## src/rtl/uart_tx_if.sv

```systemverilog
// Byte-source handshake between the core and the UART transmitter.
// Signal names carry the transmitter's point of view (i_ into tx, o_ out of tx).
interface uart_tx_if;
  logic       i_valid;
  logic [7:0] i_data_byte;
  logic       o_ready;

  modport slave (
    input  i_valid,
    input  i_data_byte,
    output o_ready
  );

  modport master (
    output i_valid,
    output i_data_byte,
    input  o_ready
  );
endinterface

```

## src/rtl/uart_tx.sv

```systemverilog
// UART transmitter: start bit, DATA_WIDTH data bits LSB first, SB_TICK-tick stop period.
// Bit timing comes from a free-running 16x oversampling tick generator.
module uart_tick_gen (
  input  logic        i_clk,
  input  logic        i_rst_n,
  input  logic [10:0] i_div,
  output logic        o_tick
);
  logic [10:0] cnt_q;
  logic        tick_q;

  always_ff @(posedge i_clk or negedge i_rst_n) begin
    if (!i_rst_n) begin
      cnt_q  <= '0;
      tick_q <= 1'b0;
    end else if (cnt_q == i_div) begin
      cnt_q  <= '0;
      tick_q <= 1'b1;
    end else begin
      cnt_q  <= cnt_q + 11'd1;
      tick_q <= 1'b0;
    end
  end

  assign o_tick = tick_q;
endmodule

module uart_tx #(
  parameter int DATA_WIDTH = 8,
  parameter int SB_TICK    = 16,
  parameter int DIV        = 95
) (
  input  logic     i_clk,
  input  logic     i_rst_n,
  uart_tx_if.slave tx_if,
  output logic     o_tx,
  output logic     o_busy,
  output logic     o_done
);
  typedef enum logic [1:0] {IDLE, START, DATA, STOP} state_t;

  localparam logic [4:0] TICK_LAST = 5'd15;
  localparam logic [4:0] STOP_LAST = 5'(SB_TICK - 1);
  localparam logic [2:0] BIT_LAST  = 3'(DATA_WIDTH - 1);

  state_t     state_q, state_d;
  logic [4:0] tick_cnt_q, tick_cnt_d;
  logic [2:0] bit_cnt_q, bit_cnt_d;
  logic [7:0] shift_q, shift_d;
  logic       tx_q, tx_d;
  logic       ready_q, ready_d;
  logic       busy_q, busy_d;
  logic       done_q, done_d;
  logic       tick;
  logic       handshake;

  uart_tick_gen u_tick (
    .i_clk   (i_clk),
    .i_rst_n (i_rst_n),
    .i_div   (11'(DIV)),
    .o_tick  (tick)
  );

  assign handshake = tx_if.i_valid && ready_q;

  always_comb begin
    state_d    = state_q;
    tick_cnt_d = tick_cnt_q;
    bit_cnt_d  = bit_cnt_q;
    shift_d    = shift_q;
    done_d     = 1'b0;
    case (state_q)
      IDLE: begin
        // A tick coinciding with the handshake is deliberately not counted.
        if (handshake) begin
          shift_d    = tx_if.i_data_byte;
          tick_cnt_d = '0;
          bit_cnt_d  = '0;
          state_d    = START;
        end
      end
      START: begin
        if (tick) begin
          if (tick_cnt_q == TICK_LAST) begin
            tick_cnt_d = '0;
            state_d    = DATA;
          end else begin
            tick_cnt_d = tick_cnt_q + 5'd1;
          end
        end
      end
      DATA: begin
        if (tick) begin
          if (tick_cnt_q == TICK_LAST) begin
            tick_cnt_d = '0;
            shift_d    = shift_q >> 1;
            if (bit_cnt_q == BIT_LAST) state_d = STOP;
            else                       bit_cnt_d = bit_cnt_q + 3'd1;
          end else begin
            tick_cnt_d = tick_cnt_q + 5'd1;
          end
        end
      end
      STOP: begin
        if (tick) begin
          if (tick_cnt_q == STOP_LAST) begin
            tick_cnt_d = '0;
            state_d    = IDLE;
            done_d     = 1'b1;
          end else begin
            tick_cnt_d = tick_cnt_q + 5'd1;
          end
        end
      end
      default: state_d = IDLE;
    endcase

    // Outputs are registered from the next state so they line up with it.
    case (state_d)
      START:   tx_d = 1'b0;
      DATA:    tx_d = shift_d[0];
      default: tx_d = 1'b1;
    endcase
    // Holding ready low on the STOP->IDLE cycle makes it rise the cycle after o_done.
    ready_d = (state_q == IDLE) && (state_d == IDLE);
    busy_d  = (state_d != IDLE);
  end

  always_ff @(posedge i_clk or negedge i_rst_n) begin
    if (!i_rst_n) begin
      state_q    <= IDLE;
      tick_cnt_q <= '0;
      bit_cnt_q  <= '0;
      shift_q    <= '0;
      tx_q       <= 1'b1;
      ready_q    <= 1'b1;
      busy_q     <= 1'b0;
      done_q     <= 1'b0;
    end else begin
      state_q    <= state_d;
      tick_cnt_q <= tick_cnt_d;
      bit_cnt_q  <= bit_cnt_d;
      shift_q    <= shift_d;
      tx_q       <= tx_d;
      ready_q    <= ready_d;
      busy_q     <= busy_d;
      done_q     <= done_d;
    end
  end

  assign o_tx          = tx_q;
  assign o_busy        = busy_q;
  assign o_done        = done_q;
  assign tx_if.o_ready = ready_q;
endmodule

```

## src/flat_wrapper.sv

```systemverilog
// flat-port wrapper written by rule: the top's interface ports become plain ports
module uart_tx_flat 
#(
  parameter int DATA_WIDTH = 8,
  parameter int SB_TICK    = 16,
  parameter int DIV        = 95
)
  (i_clk, i_rst_n, o_tx, o_busy, o_done, tx_if_i_valid, tx_if_i_data_byte, tx_if_o_ready);
  uart_tx_if tx_if_i ();
  input  logic i_clk;
  input  logic i_rst_n;
  output logic o_tx;
  output logic o_busy;
  output logic o_done;
  input wire logic [$bits(tx_if_i.i_valid)-1:0] tx_if_i_valid;
  input wire logic [$bits(tx_if_i.i_data_byte)-1:0] tx_if_i_data_byte;
  output wire logic [$bits(tx_if_i.o_ready)-1:0] tx_if_o_ready;
  assign tx_if_i.i_valid = tx_if_i_valid;
  assign tx_if_i.i_data_byte = tx_if_i_data_byte;
  assign tx_if_o_ready = tx_if_i.o_ready;
  uart_tx #(.DATA_WIDTH(DATA_WIDTH), .SB_TICK(SB_TICK), .DIV(DIV)) u_core (.i_clk(i_clk), .i_rst_n(i_rst_n), .tx_if(tx_if_i), .o_tx(o_tx), .o_busy(o_busy), .o_done(o_done));
endmodule
```

## config.mk

```make
export PLATFORM = sky130hd
export DESIGN_NAME = uart_tx_flat
export DESIGN_NICKNAME = d
export VERILOG_FILES = /design/src/rtl/uart_tx_if.sv /design/src/rtl/uart_tx.sv /design/src/flat_wrapper.sv
export SDC_FILE = /design/constraint.sdc
export NUM_CORES = 1
export LEC_CHECK = 0
export ABC_AREA = 1
export CAP_MARGIN = 20
export CORE_MARGIN = 1.5
export CORE_UTILIZATION = 55
export CTS_BUF_LIST = sky130_fd_sc_hd__clkbuf_2
export CTS_CLUSTER_DIAMETER = 150
export CTS_CLUSTER_SIZE = 12
export DETAILED_ROUTE_END_ITERATION = 6
export GPL_ROUTABILITY_DRIVEN = 1
export PLACE_DENSITY = 0.79
export SLEW_MARGIN = 10
export SYNTH_ARGS = -nofsm -noshare
export SYNTH_HDL_FRONTEND = slang
export SYNTH_SLANG_ARGS = --single-unit
export TNS_END_PERCENT = 30
```

## constraint.sdc

```tcl
create_clock -name i_clk -period 1.9 [get_ports i_clk]
set_input_delay 0.19 -clock i_clk [delete_from_list [all_inputs] [get_ports i_clk]]
set_output_delay 0.19 -clock i_clk [all_outputs]
set_load 0.005 [all_outputs]
```

==> metrics.yaml <==
drc: 2
track_usage: 0.215
insertedDiodeCount: 0
die_height_microns: 57.9
core_sq_um: 2810
nets: 231
finalInstanceArea_sq_um: 1880
max_cap_viol_count: 0
cts_sinks: 34
path_clk_slew_ns: 0.16
yosysWarnings: 0
tightestPinTransition_ns: 0.418
ys_seq_area_frac: 0.515
grt_max_degree: 35
synth_cell_type_count: 29
synth_area_leaders: "dfrtp_1 (48%), nand2_1 (11%), inv_1 (7.3%)"
ctsRootBufferMaster: "clkbuf_2"
grt_pass1_vias: 1281
violations: "DRC"
worst_hold_path_type: "in2async"
period_needed_ns: 1.61
crit_slowest_cell: "dfstp_2"
synthToLayoutAreaGrowth_pct: 13.6
max_slew_margin: 0.718
finalMaxSlewViolations: 0
hpwl_mm: 2.17
synth_common_cells: "nand2_1 (50), dfrtp_1 (32), inv_1 (32)"
cts_hold_buffers: 0
drive_gt1_frac: 0.101
synth.largest_area_cell: "dfrtp_1"
status: "finished with violations"
finalCritPeriodShare: 0.846
grt-ovfl-total: 0
max_freq_mhz: 622
synthMostInstantiatedCell: "nand2_1"
critPathTopFamily: "flip-flops"
dieWidth_microns: 57.9
fin_skew_ns: 0.00308
netlist.area_leader.share: 0.483
synth_edf_count: 0
required_ns: 1.71
drt_iter0_markers: 48
clock_path_buffers: 2
cts.htree.levels: 2
crit_chain: "clkdlybuf4s50_1"
vias: 1299
wire_per_inst_microns: 12.2
drt-total-wl_mm: 3.01
start_util: 0.591
grt_pass1_wl_mm: 5.40
ys.flop_type: "dfrtp_1"
ant_nets: 0
max_stage_delay_ns: 0.56
critPathLaunchType: "flop"
firstDrtPassIters: 6
cts_tree: "yes"
fin_tns_setup_ns: 0
netlist_instances: 194
crit_fanout: 2
clk_latency_ns: 0.37
setup_viol_count_final: 0
ys_ff_latch: 34
postSynthNetCount: 209
worst_setup_path_end_kind: "primary output"
cts_setup_buffers: 0
grt_antenna_before_repair: 0
p_leak_nw: 0.992
grt_setup_unrepaired: "no"
ctsResizeCount: 0
path_class: "reg2out"
hold_violations: 0
via_per_inst: 5.24
dieArea_sq_um: 3350
placed_area_sq_um: 1850
worstPathArrival_ns: 1.42
cellPowerDensity_nw_per_um2: 721
ios: 15
num_rows: 19
io_buffers: 14
synth.cell_area_sq_um: 1660
peakVddDrop_v: 0.000426
gp_congestion: 0.857
async_flop_share: 1.00
avgSynthCellArea_sq_um: 8.54
cts_buffers: 5
worst-path-buf-inv: 1
==> stage by stage <==
stage                     instances  utilization  hold slack (ns)  power (mW)  worst slack [ns]
final                           248        0.671            0.198        1.36             0.293
after global placement          240        0.658            0.464        1.05             0.462
after global routing            248        0.671            0.222        1.43             0.216
after CTS                       248        0.671            0.202        1.38             0.262
after floorplan                 194            -           -0.106       0.978             0.583
after detailed placement        240        0.658            0.476        1.06             0.434
==> power by group <==
group | internal, mW | switching [mW] | total [mW]
clock network | 0.0785 | 0.237 | 0.315
registers | 0.817 | 0.0512 | 0.868
logic | 0.0820 | 0.0917 | 0.174
total | 0.978 | 0.380 | 1.36
==> sequential cells by signal, summed over array words and instances (netlist names) <==
register	flops
u_core.o_tx	1
u_core.tx_if.o_ready	1
u_core.bit_cnt_q	3
u_core.o_done	1
u_core.o_busy	1
u_core.shift_q	8
u_core.u_tick.cnt_q	11
u_core.tick_cnt_q	5
u_core.state_q	2
u_core.u_tick.o_tick	1
==> worst paths after layout <==
check                                        from                      end  slack (ns)  cells after the start
min in group i_clk           tx_if_i_data_byte[7]        u_core.shift_q[7]        0.37                      3
hold reg to reg               u_core.bit_cnt_q[0]      u_core.bit_cnt_q[0]        0.50                      1
setup reg to reg           u_core.u_tick.cnt_q[0]  u_core.u_tick.cnt_q[10]        0.38                      8
setup / recovery             u_core.tx_if.o_ready            tx_if_o_ready        0.29                      1
hold / removal                            i_rst_n     u_core.tick_cnt_q[4]        0.20                      2
max in group asynchronous                 i_rst_n     u_core.tx_if.o_ready        1.37                      2
==> area by class of cell <==
class                   instances  area [sq um]
fillers                       257           923
flip-flops and latches         34           853
multi-input cells             124           664
repair buffers                 16           155
inverters                      35           134
well taps                      31          38.8
clock buffers                   5          25.0
clock inverters                 3          11.3
==> logic make-up after synthesis <==
family	synth area share
AOI/OAI and AO/OA	0.0566
buffers and inverters	0.0838
and+or+nand+nor	0.288
xor gates and xnor gates	0.0264
adders and majority gates	0.0302
DFF	0.515
==> cells in the final DEF (no fill, tap or decap), drive strengths merged <==
cell and instances:
nand2 53, inv 34, dfrtp 32, nor2 18
nand3 16, clkdlybuf4s50 14, o21ai 10, nand4 8
xor2 5, clkbuf 5, clkinv 4, ha 4
nor3 3, o211ai 2, buf 2, dfstp 2
a211oi 2, nor4 1, a21oi 1, nand3b 1
==> metal layers <==
metal	global-route usage	wire length (microns)	vias up
li1	-	-	658
met1	0.244	1300	611
met2	0.380	1520	24
met3	0.0737	133	6
met4	0.0664	55	0
met5	0	0	-
No activity file was read; power rests on OpenSTA's default activity.
